[src/rtl/fb_pixel_fetch_pkg.sv]
`default_nettype none
`timescale 1ns/1ps
// ============================================================================
// fb_pixel_fetch_pkg
// Shared video definitions for the frame-buffer pixel fetch path.
// Rev 1.0 - initial release
// ============================================================================
package fb_pixel_fetch_pkg;

    localparam int c_fb_width     = 240;
    localparam int c_fb_height    = 320;
    localparam int c_bram_latency = 2;
    localparam int c_pix_idx_w    = 17;
    localparam int c_addr_w       = c_pix_idx_w + 1;

    typedef enum logic [1:0] {
        SCALE_1X     = 2'b00,
        SCALE_1X_ALT = 2'b01,
        SCALE_4X2    = 2'b10,
        SCALE_2X2    = 2'b11
    } scale_e;

    typedef enum logic [1:0] {
        SWAP_IDLE    = 2'd0,
        SWAP_PENDING = 2'd1,
        SWAP_ACKED   = 2'd2
    } swap_state_e;

    typedef struct packed {
        logic hsync;
        logic vsync;
        logic active;
    } sync_t;

    // Widen RGB565 to RGB888 by replicating the top bits into the new LSBs.
    function automatic logic [23:0] rgb565_to_888(input logic [15:0] px);
        logic [7:0] r;
        logic [7:0] g;
        logic [7:0] b;
        r = {px[15:11], px[15:13]};
        g = {px[10:5],  px[10:9]};
        b = {px[4:0],   px[4:2]};
        return {r, g, b};
    endfunction

endpackage
`default_nettype wire

[src/rtl/fb_pixel_fetch_scale.sv]
`default_nettype none
`timescale 1ns/1ps
// ============================================================================
// fb_pixel_fetch_scale
// Maps raster coordinates to frame-buffer coordinates and flags the in-range window.
// Rev 1.0 - initial release
// ============================================================================
module fb_pixel_fetch_scale
    import fb_pixel_fetch_pkg::*;
#(
    parameter int FB_WIDTH  = c_fb_width,
    parameter int FB_HEIGHT = c_fb_height
) (
    input  logic [1:0]  i_scale,
    input  logic [10:0] i_hcount,
    input  logic [9:0]  i_vcount,
    output logic [10:0] o_scaled_h,
    output logic [9:0]  o_scaled_v,
    output logic        o_in_range
);

    localparam logic [12:0] c_h_lim_1x = 13'(FB_WIDTH);
    localparam logic [12:0] c_h_lim_2x = 13'(2 * FB_WIDTH);
    localparam logic [12:0] c_h_lim_4x = 13'(4 * FB_WIDTH);
    localparam logic [11:0] c_v_lim_1x = 12'(FB_HEIGHT);
    localparam logic [11:0] c_v_lim_2x = 12'(2 * FB_HEIGHT);

    logic [12:0] w_h_ext;
    logic [11:0] w_v_ext;

    assign w_h_ext = {2'b00, i_hcount};
    assign w_v_ext = {2'b00, i_vcount};

    always_comb begin
        o_scaled_h = i_hcount;
        o_scaled_v = i_vcount;
        o_in_range = (w_h_ext < c_h_lim_1x) && (w_v_ext < c_v_lim_1x);
        case (i_scale)
            SCALE_4X2: begin
                o_scaled_h = {2'b00, i_hcount[10:2]};
                o_scaled_v = {1'b0, i_vcount[9:1]};
                o_in_range = (w_h_ext < c_h_lim_4x) && (w_v_ext < c_v_lim_2x);
            end
            SCALE_2X2: begin
                o_scaled_h = {1'b0, i_hcount[10:1]};
                o_scaled_v = {1'b0, i_vcount[9:1]};
                o_in_range = (w_h_ext < c_h_lim_2x) && (w_v_ext < c_v_lim_2x);
            end
            default: begin
                // 01 behaves exactly like 1x.
            end
        endcase
    end

endmodule
`default_nettype wire

[src/rtl/fb_pixel_fetch.sv]
`default_nettype none
`timescale 1ns/1ps
// ============================================================================
// fb_pixel_fetch
// Scaled frame-buffer read pipeline with double-buffer bank swap handshake.
// Rev 1.0 - initial release
// ============================================================================
module fb_pixel_fetch
    import fb_pixel_fetch_pkg::*;
#(
    parameter int FB_WIDTH     = c_fb_width,
    parameter int FB_HEIGHT    = c_fb_height,
    parameter int BRAM_LATENCY = c_bram_latency
) (
    input  logic                clk_pixel_in,
    input  logic                rst_n_in,
    input  logic [1:0]          scale_in,
    input  logic [10:0]         hcount_in,
    input  logic [9:0]          vcount_in,
    input  logic                hsync_in,
    input  logic                vsync_in,
    input  logic                active_draw_in,
    input  logic                new_frame_in,
    input  logic                swap_req_in,
    input  logic [15:0]         bram_dout_in,
    output logic [c_addr_w-1:0] bram_addr_out,
    output logic                bram_en_out,
    output logic [7:0]          red_out,
    output logic [7:0]          green_out,
    output logic [7:0]          blue_out,
    output logic                hsync_out,
    output logic                vsync_out,
    output logic                active_draw_out,
    output logic                swap_ack_out,
    output logic                disp_bank_out
);

    localparam int c_pipe_depth = 2 + BRAM_LATENCY;

    logic [10:0]            w_scaled_h;
    logic [9:0]             w_scaled_v;
    logic                   w_in_range;
    logic                   w_fetch;
    logic [c_pix_idx_w-1:0] w_pix_idx;
    logic [23:0]            w_rgb;

    logic [c_addr_w-1:0]    r_bram_addr;
    logic                   r_bram_en;
    logic [BRAM_LATENCY-1:0] r_valid_d;
    sync_t                  r_sync [c_pipe_depth];
    logic [7:0]             r_red;
    logic [7:0]             r_green;
    logic [7:0]             r_blue;

    swap_state_e            r_swap_state;
    swap_state_e            w_swap_next;
    logic                   w_swap_fire;
    logic                   r_disp_bank;
    logic                   r_swap_ack;

    fb_pixel_fetch_scale #(
        .FB_WIDTH  (FB_WIDTH),
        .FB_HEIGHT (FB_HEIGHT)
    ) u_scale (
        .i_scale    (scale_in),
        .i_hcount   (hcount_in),
        .i_vcount   (vcount_in),
        .o_scaled_h (w_scaled_h),
        .o_scaled_v (w_scaled_v),
        .o_in_range (w_in_range)
    );

    assign w_fetch   = w_in_range && active_draw_in;
    assign w_pix_idx = c_pix_idx_w'(w_scaled_v) * c_pix_idx_w'(FB_WIDTH)
                     + c_pix_idx_w'(w_scaled_h);
    assign w_rgb     = rgb565_to_888(bram_dout_in);

    // Stage 1: address issue; the address register holds between fetches.
    always_ff @(posedge clk_pixel_in or negedge rst_n_in) begin
        if (!rst_n_in) begin
            r_bram_addr <= '0;
            r_bram_en   <= 1'b0;
        end else begin
            r_bram_en <= w_fetch;
            if (w_fetch) begin
                r_bram_addr <= {r_disp_bank, w_pix_idx};
            end
        end
    end

    // Valid flag follows the read data through the BRAM latency.
    always_ff @(posedge clk_pixel_in or negedge rst_n_in) begin
        if (!rst_n_in) begin
            r_valid_d <= '0;
        end else begin
            r_valid_d[0] <= r_bram_en;
            for (int i = 1; i < BRAM_LATENCY; i++) begin
                r_valid_d[i] <= r_valid_d[i-1];
            end
        end
    end

    always_ff @(posedge clk_pixel_in or negedge rst_n_in) begin
        if (!rst_n_in) begin
            for (int i = 0; i < c_pipe_depth; i++) begin
                r_sync[i] <= '0;
            end
        end else begin
            r_sync[0] <= '{hsync: hsync_in, vsync: vsync_in, active: active_draw_in};
            for (int i = 1; i < c_pipe_depth; i++) begin
                r_sync[i] <= r_sync[i-1];
            end
        end
    end

    always_ff @(posedge clk_pixel_in or negedge rst_n_in) begin
        if (!rst_n_in) begin
            r_red   <= '0;
            r_green <= '0;
            r_blue  <= '0;
        end else if (r_valid_d[BRAM_LATENCY-1]) begin
            r_red   <= w_rgb[23:16];
            r_green <= w_rgb[15:8];
            r_blue  <= w_rgb[7:0];
        end else begin
            r_red   <= '0;
            r_green <= '0;
            r_blue  <= '0;
        end
    end

    // A request that drops before a frame boundary is abandoned silently.
    always_comb begin
        w_swap_next = r_swap_state;
        w_swap_fire = 1'b0;
        case (r_swap_state)
            SWAP_IDLE: begin
                if (swap_req_in) begin
                    w_swap_next = SWAP_PENDING;
                end
            end
            SWAP_PENDING: begin
                if (!swap_req_in) begin
                    w_swap_next = SWAP_IDLE;
                end else if (new_frame_in) begin
                    w_swap_fire = 1'b1;
                    w_swap_next = SWAP_ACKED;
                end
            end
            SWAP_ACKED: begin
                if (!swap_req_in) begin
                    w_swap_next = SWAP_IDLE;
                end
            end
            default: begin
                w_swap_next = SWAP_IDLE;
            end
        endcase
    end

    always_ff @(posedge clk_pixel_in or negedge rst_n_in) begin
        if (!rst_n_in) begin
            r_swap_state <= SWAP_IDLE;
            r_disp_bank  <= 1'b0;
            r_swap_ack   <= 1'b0;
        end else begin
            r_swap_state <= w_swap_next;
            r_disp_bank  <= r_disp_bank ^ w_swap_fire;
            r_swap_ack   <= w_swap_fire;
        end
    end

    assign bram_addr_out   = r_bram_addr;
    assign bram_en_out     = r_bram_en;
    assign red_out         = r_red;
    assign green_out       = r_green;
    assign blue_out        = r_blue;
    assign hsync_out       = r_sync[c_pipe_depth-1].hsync;
    assign vsync_out       = r_sync[c_pipe_depth-1].vsync;
    assign active_draw_out = r_sync[c_pipe_depth-1].active;
    assign swap_ack_out    = r_swap_ack;
    assign disp_bank_out   = r_disp_bank;

endmodule
`default_nettype wire

[config.mk]
export PLATFORM = sky130hd
export DESIGN_NAME = fb_pixel_fetch
export DESIGN_NICKNAME = d
export VERILOG_FILES = /design/src/rtl/fb_pixel_fetch_pkg.sv /design/src/rtl/fb_pixel_fetch_scale.sv /design/src/rtl/fb_pixel_fetch.sv
export SDC_FILE = /design/constraint.sdc
export NUM_CORES = 1
export LEC_CHECK = 0
export ABC_AREA = 1
export ABC_CLOCK_PERIOD_IN_PS = 1000
export BUFFER_PORTS_ARGS = -buffer_cell sky130_fd_sc_hd__clkbuf_2
export CORE_ASPECT_RATIO = 1.2
export CORE_UTILIZATION = 40
export CTS_CLUSTER_SIZE = 30
export DETAILED_ROUTE_END_ITERATION = 16
export GPL_TIMING_DRIVEN = 0
export MAX_ROUTING_LAYER = met4
export PLACE_DENSITY_LB_ADDON = 0.08
export SYNTH_ARGS = -nofsm -noshare
export SYNTH_HDL_FRONTEND = slang
export SYNTH_HIERARCHICAL = 1
export SYNTH_SLANG_ARGS = --single-unit
[constraint.sdc]
create_clock -name clk_pixel_in -period 1 [get_ports clk_pixel_in]
set_input_delay 0.05 -clock clk_pixel_in [delete_from_list [all_inputs] [get_ports clk_pixel_in]]
set_output_delay 0.05 -clock clk_pixel_in [all_outputs]
set_load 0.01 [all_outputs]
# Word level (Yosys, flattened, before mapping)
# Index checks and enable logic that the tools add are counted.
# totals
output_inout_bits	48
wordCells	57
regBits	61
# classes
n_reduce_logical	7
n_addsub	1
mul	1
eq_ne	7
mux	14
magnitude_cmp	5
bitwise	1
# ops
op	count
$mux 8	3
$pmux 11 s2	1
$add 17x11->17	1
$mul 10x4->13 const B	1
$lt 11x10->1 const B	1
$lt 11x8->1 const B	1
$lt 11x9->1 const B	1
$lt 10x10->1 const B	1
$lt 10x9->1 const B	1
$mux 10	1
$mux 2	4
$eq 2x2->1 const B	3
$pmux 2 s3	1
$logic_and 1x1->1	4
$ne 2x2->1 const B	2
$mux 1	3
$ne 3x3->1 const B	1
$reduce_and 3->1	1
$eq 2x1->1 const B	1
$logic_not 2->1	1
$pmux 1 s2	1
$reduce_or 2->1	1
$xor 1x1->1	1

# Depth between registers and ports, before layout
# Gate-level depths: netlist (run 1).
# logic_depth
ltp_word	5
mapped_depth	24
depth_no_buf	23

# Hierarchy
# Netlist (run 1), hierarchy kept.
# modules_own_cells
mod	instances	area_per_inst_um2	seq_area_each_um2	cells_each
fb_pixel_fetch	1	3271.9	1326.3	374
fb_pixel_fetch_scale	1	397.9	0.0	82

# Worst setup path before layout (run 1)
# Ideal clock, no wire load.
# synth_path
path_type	input port to flip-flop
startpoint	input port scale_in[1]
endpoint	register r_bram_addr[16] (netlist: bram_addr_out[16])
arrival_ns	3.224
path_stages	24
required_time_ns	0.883
slack_ns	-2.341
cell_sequence	buf_6 buf_2 nand2_1 nand2_1 inv_1 fa_1 fa_1 inv_1 ha_1 inv_2 nand2_1 nand2_1 xnor2_1 ha_1 a21oi_1 nand2_1 nand2_1 nand2_1 inv_1 nor2_4 nand2_1 nand2_1 nand3_1 nand2_1
# synth_via
elab_chain_len	5
word_cells_on_any_way	9
classes_between	add/sub (1); mul (1); eq/ne (2); mux (3); reduce/logical (2)
# synth_rtl
item	line_no	text
start, declared	fb_pixel_fetch.sv:17	input logic [1:0] scale_in,
$eq 2x2->1	fb_pixel_fetch_scale.sv:38	case (i_scale)
$reduce_or 2->1 (no source line) (*)	n/a	
$mux 10 (*)	fb_pixel_fetch_scale.sv:38	
named net w_scaled_v[1]	fb_pixel_fetch.sv:41	logic [9:0] w_scaled_v;
$mul 10x4->13 (*)	fb_pixel_fetch.sv:74	assign w_pix_idx = c_pix_idx_w'(w_scaled_v) * c_pix_idx_w'(FB_WIDTH)
$add 17x11->17 (*)	fb_pixel_fetch.sv:75	+ c_pix_idx_w'(w_scaled_h);
end signal, assigned	fb_pixel_fetch.sv:86	r_bram_addr <= {r_disp_bank, w_pix_idx};
end, declared	fb_pixel_fetch.sv:47	logic [c_addr_w-1:0] r_bram_addr;
# Mark *: on every way through the listed nets, which the timed path passes. The rest lies on a longest branch.
# A chain may end at the register's enable or synchronous reset.

# Worst setup path after layout (run 1)
# Ends and elaborated chain as after synthesis.

==> impl_metrics.tcl, run 1 <==
set metrics [dict create \
    synth_fa_ha_area_share_pct 17.3 \
    cts_tree "built" \
    cts-buffers-inserted 5 \
    setup_violations 12 \
    yosys_warnings 6 \
    grt_max_degree 54 \
    area_delta_synth_final_pct 41.6 \
    yosys-top-cells-area "dfrtp_1 36%, nand2_1 15%, fa_1 9.8%" \
    cp.required_ps 1190 \
    worstPathMaxFanout 8 \
    start_kind "input port" \
    fin_setup_tns_ps -18880 \
    cts_root_buf "clkbuf_8" \
    fp.dieArea_mm2 0.00956 \
    antenna_left 0 \
    core-area_mm2 0.00875 \
    antenna_found_initial 0 \
    max_stage_delay_ps 550 \
    synth_top_area_share_pct 36.1 \
    path_common_cell "nand2_2" \
    period_share_pct 298 \
    synth-edff-count 0 \
    cts_buffer_depth 2 \
    port_buffers 92 \
    drtPass1Iterations 4 \
    vias 3163 \
    grt_pass1_wl_um 12300 \
    hp-class "in -> reg" \
    synth_nets 542 \
    synth_compound_area_share_pct 6.58 \
    seq_area_frac_synth_pct 36.1 \
    fin_ws_ps -1980 \
    synth_top_family_by_area "simple AND/OR/NAND/NOR gates" \
    first_global_vias 2852 \
    min_period_ps 2980 \
    routedWlPerCell_um 10.9 \
    cp_slowest_cell "fa_1" \
    remaining_drc_errors 0 \
    finClkSkew_ps 4.22 \
    clk_latency_ps 290 \
    rsz0062_at_grt "true" \
    synth_seq_cells 53 \
    diodes 0 \
    synth_top_area_cell "dfrtp_1" \
    leakage_nw 2.91 \
    drtIter0Drc 104 \
    critPathKind "in -> reg" \
    drv_slew 0 \
    max-slew-margin-rel_pct 70.1 \
    fp-row-count 37 \
    htree_levels 2 \
    synthCells 456 \
    grtUsageTotal_pct 16.7 \
    syn_area_mm2 0.00367 \
    cp-end-kind "flip-flop" \
    die_w_um 89.4 \
    routed_wl_um 7740 \
    synthFlopType "dfrtp_1" \
    gp_congestion 0.816 \
    overflow 0 \
    vias_per_cell 4.44 \
    peakVddDrop_mv 1.29 \
    cp.arrival_ps 3180 \
    synth-simple-area-share_pct 24.9 \
    fp.dieH_um 107 \
    dp_slack_ps -2490 \
    cap_violations 0 \
    syn_area_per_cell_um2 8.05 \
    drive_gt1_share_pct 38.2 \
    start_util_pct 41.9 \
    holdWs_ps 16.5 \
    final_hold_viol_count 0 \
    status "finished, violations left" \
    clock_sinks 53 \
    tightest_slew_ps 448 \
    yosysUniqueCellTypes 37 \
    crit_chain "buf_12 -> buf_8 -> nand2_4 -> nand2_4 -> fa_1 -> inv_1 -> fa_2 -> inv_2 -> ha_4 -> nand2_2 -> nand2_2 -> nand2_2 -> xnor2_2 -> ha_4 -> a21oi_2 -> nand2_2 -> nand2_2 -> nand2_2 -> inv_2 -> nor2_4 -> nand2_1 -> nand2_1 -> nand3_1 -> nand2_1" \
    dp_hpwl_um 5960 \
    muxShareOfSynthArea_pct 0 \
    fin_nets 680 \
    power_density_mw_per_mm2 2180 \
    fmax_mhz 335 \
    synthArstFlopShare_pct 100 \
    violations "setup timing" \
    synth-xor-area-share_pct 2.39 \
    ios 94 \
    cts.clk_slew.worst_paths_ps 90 \
]
power breakdown:
part	switching, mW	internal, mW
Sequential	0.209	2.51
Clock	0.645	0.813
Combinational	3.86	3.30
Total	4.72	6.62
final timing paths:
check	from	end	slack (ps)	cells after the start
max	scale_in[1]	bram_addr_out[16]	-1980	24
min	new_frame_in	swap_ack_out	20	3
max reg2reg	r_swap_state[0]	r_swap_state[1]	90	3
min reg2reg	r_sync[7]	r_sync[4]	350	0
max in group asynchronous	rst_n_in	bram_addr_out[11]	320	3
min in group asynchronous	rst_n_in	bram_en_out	170	2
metrics by stage:
stage                     util, %  std cells  power (mW)  area (um^2)
after global routing         59.4        712        12.4         5200
final                        59.4        712        11.3         5200
after global placement       49.6        665        8.02         4340
after floorplan                 -        456        6.85         3730
after CTS                    55.7        707        10.4         4870
after detailed placement     49.6        665        8.09         4340
final cells by class:
cell class | instances | area [um^2]
plain buffers | 7 | 87.6
clock buffers | 6 | 82.6
clock inverters | 2 | 37.5
fillers | 800 | 3550
inverters | 94 | 368
multi-input cells | 293 | 2210
flip-flops and latches | 53 | 1330
well taps | 117 | 146
repair buffers | 140 | 935
synthesized netlist by cell type (6+ instances only):
cell type / number
inv_1: 91
o221ai_1: 8
buf_4: 9
o21ai_0: 10
a21oi_1: 10
dfrtp_1: 53
xnor2_1: 6
nand2_2: 9
fa_1: 18
nand3_1: 23
nand2_1: 145
ha_1: 22
nor2_1: 11
registers in the layout, indices dropped and copies added, names as in the netlist, 2 cells and up:
signal         cells
bram_addr_out     18
r_sync             9
green_out          6
blue_out           5
red_out            5
r_swap_state       2
r_valid_d          2
cell families (layout without fill, tap and decap cells):
group,after synthesis,count (layout)
adder cells (fa/ha/maj),40,40
buffers and inverters,110,249
AND/OR/NAND/NOR,206,206
XOR/XNOR,10,10
AO/OA/AOI/OAI,37,37
flip-flops,53,53
worst max-delay path: cells and delay by family:
kind            cells  cell delay [ps]
buf+inv             5              420
xor+xnor            1              200
fa+ha+maj           4             1610
compound gates      1              130
simple gates       13              740
layout by cell type, fill, tap and decap left out, drive strengths merged, types with 3 or more instances in the layout:
master and n:
buf 42, nand3 27, dlygate4sd3 20, nand2 156
xor2 4, nor3 3, inv 94, o21ai 12
a21oi 11, xnor2 6, o221ai 8, fa 18
clkbuf 91, nor2 15, dfrtp 53, ha 22
metal layers:
metal | vias to the layer above | wire (um) | track usage (%)
li1 | 1656 | - | -
met1 | 1424 | 3370 | 19.2
met2 | 77 | 3890 | 30.3
met3 | 6 | 384 | 1.69
met4 | 0 | 103 | 4.42
met5 | - | 0 | -
what timing repair did:
action                     4_1_cts  5_1_grt
cloned                           0        0
pin swaps                       27       25
gates resized for setup         32       74
hold endpoints to repair        19       22
hold buffers                    19        1
setup buffers                   17       10
setup endpoints to repair       29       27
Note: power is estimated with default switching activity, not from simulation.
==> inputs of run 2 (changes only) <==
- SETUP_SLACK_MARGIN: default -> 0.15
==> run 2 against run 1 <==
  * The run still ends with setup timing left
  * Clock power is 21% lower
  * Worst setup slack got worse by 6.0 ps
  * Final area rose by 12%
  * Sequential cell count stayed put
  * Power is 5.2% higher
  * Utilization rose by 7.0 points
  * Sequential share of layout area is 2.7 points lower
  * Critical path depth shrank 1
  * Clock-buffer cell count rose by 1
  * Register-to-register slack gained 30 ps
  * Hold slack better by 1.3 ps
  * Critical path type unchanged
  * Largest cell class unchanged
==> impl_metrics.tcl, run 2 (synthesized netlist as in run 1, its figures left out) <==
set metrics [dict create \
    cts_buffer_depth 2 \
    worstPathMaxFanout 6 \
    core-area_mm2 0.00875 \
    drv_slew 0 \
    final_hold_viol_count 0 \
    drive_gt1_share_pct 47.4 \
    critPathKind "in -> reg" \
    cap_violations 0 \
    cp-end-kind "flip-flop" \
    fillers 694 \
    grtUsageTotal_pct 19.3 \
    rsz0062_at_grt "true" \
    max-slew-margin-rel_pct 71.8 \
    leakage_nw 3.26 \
    cts_tree "built" \
    peakVddDrop_mv 1.12 \
    remaining_drc_errors 0 \
    grt_max_degree 54 \
    vias 3372 \
    cp.arrival_ps 3180 \
    fp.dieH_um 107 \
    port_buffers 92 \
    final_common_cell "nand2_1" \
    htree_levels 2 \
    holdWs_ps 17.8 \
    fp-row-count 37 \
    area_delta_synth_final_pct 58.3 \
    clock_sinks 53 \
    hold_depth 2 \
    path_common_cell "nand2_2" \
    cp_slowest_cell "fa_2" \
    ios 94 \
    antenna_found_initial 0 \
    tightest_slew_ps 423 \
    grt_pass1_wl_um 14100 \
    cts_root_buf "clkbuf_8" \
    dp_hpwl_um 5960 \
    crit_chain "buf_12 -> buf_8 -> nand2_4 -> nand2_4 -> fa_1 -> inv_1 -> fa_2 -> inv_2 -> ha_4 -> nand2_2 -> nand2_2 -> nand2_2 -> xnor2_2 -> ha_4 -> nand3_2 -> nand2_2 -> nand2_2 -> nand2_2 -> inv_2 -> nor2_4 -> nand3_1 -> nand3_1 -> nand2_1" \
    drtIter0Drc 66 \
    utilization_pct 66.4 \
    diodes 0 \
    cts.clk_slew.worst_paths_ps 80 \
    period_share_pct 299 \
    overflow 0 \
    drtPass1Iterations 4 \
    min_period_ps 2990 \
    fp.dieArea_mm2 0.00956 \
    cts-buffers-inserted 5 \
    start_kind "input port" \
    max_stage_delay_ps 560 \
    setup_violations 12 \
    largest_register_ffs 18 \
    routed_wl_um 8930 \
    fmax_mhz 335 \
    first_global_vias 3383 \
    fin_nets 717 \
    mostFrequentLayoutCells "101 x nand2_1, 65 x inv_1, 53 x dfrtp_1, 44 x buf_4, 43 x clkbuf_2" \
    finClkSkew_ps 1.95 \
    fin_ws_ps -1990 \
    vias_per_cell 4.51 \
    clk_latency_ps 290 \
    routedWlPerCell_um 11.9 \
    gp_congestion 0.845 \
    rr_worst_depth 2 \
    start_util_pct 41.9 \
    violations "setup timing" \
    power_density_mw_per_mm2 2050 \
    status "finished, violations left" \
    die_w_um 89.4 \
    cp.required_ps 1190 \
    hp-class "in -> reg" \
    antenna_left 0 \
]
==> run 2: changes by cell type in the layout (fill, tap and decap cells not counted), sizes merged <==
cell         previous run  this run
clkbuf                 91        54
clkinvlp                1         0
buf                    42       115
bufinv                  1         0
dlygate4sd3            20        21
bufbuf                  0         1
==> run 2: what timing repair did <==
action | 4_1_cts | 5_1_grt
gates cloned | 4 | 0
setup endpoints to repair | 67 | 84
pin swaps | 29 | 44
resized for setup | 92 | 129
buffers inserted | 33 | 17
endpoints found under the hold margin | 20 | 53
hold buffers | 20 | 1
==> run 2: layout make-up <==
cell class,instances,area (um^2),share of cell area [%]
flip-flops and latches,53,1330,22.8
repair buffers,168,1300,22.4
plain buffers,16,223,3.83
inverters,94,365,6.29
clock buffers,7,86.3,1.49
multi-input cells,293,2360,40.6
well taps,117,146,2.52
==> run 2: metrics by stage <==
step                      instances  instance area [um^2]  setup WS [ps]  setup TNS [ps]  total power, mW
after global placement          665                  4390          -2460          -33990             8.04
final                           748                  5810          -1990          -19270             11.9
after detailed placement        665                  4390          -2510          -34040             8.12
after CTS                       729                  5300          -1980          -19200             10.6
after global routing            748                  5810          -2150          -20840             13.0
after floorplan                 456                  3780          -2250          -21720             6.87
==> run 2: worst max-delay path: cells and delay by family <==
kind	cells	cell delay, ps
and+or+nand+nor	13	880
buffers and inverters	5	400
xor gates and xnor gates	1	150
adders and majority gates	4	1660
==> run 2: path summary, 6_finish.rpt <==
path | start | endpoint | slack [ps]
worst max-delay path | scale_in[1] | bram_addr_out[16] | -1990
worst min-delay path | swap_req_in | r_swap_state[0] | 20
worst max register to register | r_swap_state[1] | disp_bank_out | 120
worst min register to register | r_sync[5] | hsync_out | 350
max in group asynchronous | rst_n_in | green_out[3] | 360
min in group asynchronous | rst_n_in | bram_addr_out[4] | 150
==> run 2: routing by layer <==
layer	vias up	track usage (%)	share of wire, %
li1	1729	-	-
met1	1558	20.3	41
met2	80	37.6	54
met3	5	1.69	4.4
met4	0	5.10	0.90
met5	-	-	0
==> run 2: power by group <==
part	internal, mW	leakage (nW)	total (mW)	switching (mW)
Clock	0.550	0.0443	1.16	0.607
Combinational	3.92	2.53	8.06	4.14
Sequential	2.51	0.680	2.71	0.200
Total	6.98	3.26	11.9	4.94
==> inputs of run 3 (changes only) <==
- ABC_CLOCK_PERIOD_IN_PS: 1000 -> 3600
- CORE_MARGIN: default -> 2
- clock period: 1 -> 3.6 ns (I/O delays scaled with it)
==> run 3 against run 2 <==
  * The run now ends clean
  * Sequential cell count stayed put
  * First-iteration DRC count is 92% higher
  * Combinational power is 80% lower
  * Utilization is 15 points lower
  * Register-to-register slack better by 2300 ps
  * Wire length is 15% lower
  * Cell count is 8.4% lower
  * Global-route usage is 3.0 points lower
  * Worst setup slack better by 2300 ps
  * Hold slack better by 49 ps
  * Power is 77% lower
  * Critical path type unchanged
  * Largest power group unchanged
  * Highest routed layer unchanged
==> impl_metrics.tcl, run 3 (synthesized netlist as in run 1, its figures left out) <==
set metrics [dict create \
    status "complete, no violations" \
    cts-buffers-inserted 5 \
    cp.required_ps 3800 \
    tightest_slew_ps 480 \
    leakage_nw 2.69 \
    fmax_mhz 308 \
    fin_ws_ps 349 \
    mostFrequentLayoutCells "137 x nand2_1, 91 x clkbuf_2, 87 x inv_1, 53 x dfrtp_1, 22 x nand3_1" \
    utilization_pct 51.0 \
    cp-end-kind "flip-flop" \
    worstPathMaxFanout 10 \
    period_share_pct 90.3 \
    final_hold_viol_count 0 \
    fp.dieArea_mm2 0.00996 \
    peakVddDrop_mv 0.257 \
    routed_wl_um 7580 \
    ios 94 \
    antenna_found_initial 0 \
    clk_latency_ps 300 \
    combPwrFrac_pct 60.5 \
    critPathKind "in -> reg" \
    cts_root_buf "clkbuf_8" \
    final_cell_area_mm2 0.00458 \
    start_kind "input port" \
    dp_slack_ps -123 \
    vias 3042 \
    htree_levels 2 \
    cts_buffer_depth 2 \
    cp.arrival_ps 3450 \
    grt_max_degree 54 \
    drive_gt1_share_pct 29.4 \
    hp-class "in -> reg" \
    vias_per_cell 4.44 \
    grt_pass1_wl_um 12900 \
    cellInternalPower_mw 1.51 \
    remaining_drc_errors 0 \
    clock_sinks 53 \
    port_buffers 92 \
    r2r_setup_slack_ps 2460 \
    largest_register_ffs 18 \
    holdWs_ps 66.5 \
    dp_hpwl_um 6110 \
    start_util_pct 40.8 \
    power_density_mw_per_mm2 592 \
    cts.clk_slew.worst_paths_ps 90 \
    die_w_um 91.4 \
    fillers 922 \
    core-area_mm2 0.00899 \
    final_common_cell "nand2_1" \
    finClkSkew_ps 6.68 \
    pwr-share-seq_pct 27.7 \
    first_global_vias 2944 \
    drv_slew 0 \
    drtPass1Iterations 6 \
    routedWlPerCell_um 11.1 \
    antenna_left 0 \
    clkPwrFrac_pct 11.8 \
    gp_congestion 0.807 \
    cap_violations 0 \
    setup_violations 0 \
    rsz0062_at_grt "false" \
    area_delta_synth_final_pct 24.9 \
    diodes 0 \
    min_period_ps 3250 \
    cts_tree "built" \
    overflow 0 \
    fp.dieH_um 109 \
    grtUsageTotal_pct 16.4 \
    swShare_pct 44.2 \
    drtIter0Drc 127 \
    placed_area_mm2 0.00429 \
    fin_nets 650 \
    max-slew-margin-rel_pct 68.0 \
    fp-row-count 38 \
    p_switching_mw 1.20 \
]
run 3: changes by cell type in the layout (fill, tap and decap cells not counted), moves of 19 or more:
cell | previous run | this run
buf_2 | 28 | 1
buf_4 | 44 | 13
buf_6 | 38 | 3
clkbuf_2 | 43 | 91
inv_1 | 65 | 87
inv_2 | 26 | 6
nand2_1 | 101 | 137
nand2_2 | 36 | 17
run 3: what timing repair did:
action,CTS,global route
resized for setup,0,28
endpoints found under the hold margin,3,14
buffers inserted,0,4
hold buffers,3,1
setup endpoints to repair,0,6
run 3: worst paths after layout:
| check | start | endpoint | depth (start not counted) |
|---|---|---|---|
| min in group asynchronous | rst_n_in | r_sync[7] | 2 |
| max reg2reg | r_valid_d[1] | green_out[3] | 4 |
| min reg2reg | r_sync[5] | hsync_out | 0 |
| max | scale_in[1] | bram_addr_out[13] | 17 |
| max in group asynchronous | rst_n_in | green_out[6] | 3 |
| min | bram_dout_in[8] | green_out[5] | 3 |
run 3: worst max-delay path: stages:
cell	delay [ps]
buf_6	110
buf_6	130
nand2_1	70
nand2_2	80
fa_1	550
inv_1	60
fa_1	510
fa_2	400
xnor2_1	130
ha_1	350
a21o_1	180
a21oi_1	300
o21ai_4	140
nand3_1	90
nand2_1	50
nand3_1	60
nand2_1	50
run 3: area by class of cell:
class | count | area [um^2] | area share (%)
sequential | 53 | 1330 | 28.9
timing repair buffer | 101 | 551 | 12.0
clock buffer | 6 | 72.6 | 1.58
multi-input combinational | 293 | 2000 | 43.6
tap | 120 | 150 | 3.28
clock inverter | 2 | 15.0 | 0.328
buffer | 16 | 116 | 2.54
inverter | 94 | 355 | 7.75
run 3: per-layer routing:
metal  track usage (%)  wire (um)
met1              19.0       3410
met2              29.0       3720
met3              2.49        355
met4              5.41         95
met5                 -          0
run 3: per-stage QoR:
| stage | cells | setup TNS [ps] | power [mW] |
|---|---|---|---|
| 2_1_floorplan | 456 | 0 | 1.87 |
| 3_5_place_dp | 668 | -572 | 2.21 |
| 5_1_grt | 685 | 0 | 3.01 |
| 6_report | 685 | 0 | 2.71 |
| 3_3_place_gp | 668 | -461 | 2.19 |
| 4_1_cts | 679 | 0 | 2.55 |
run 3: power groups by stage:
stage / Combinational [mW] / Sequential, mW / Clock, mW
2_1_floorplan: 1.06 / 0.804 / 0
3_3_place_gp: 1.43 / 0.760 / 0
3_5_place_dp: 1.45 / 0.766 / 0
4_1_cts: 1.46 / 0.755 / 0.334
5_1_grt: 1.88 / 0.769 / 0.363
6_report: 1.64 / 0.752 / 0.319
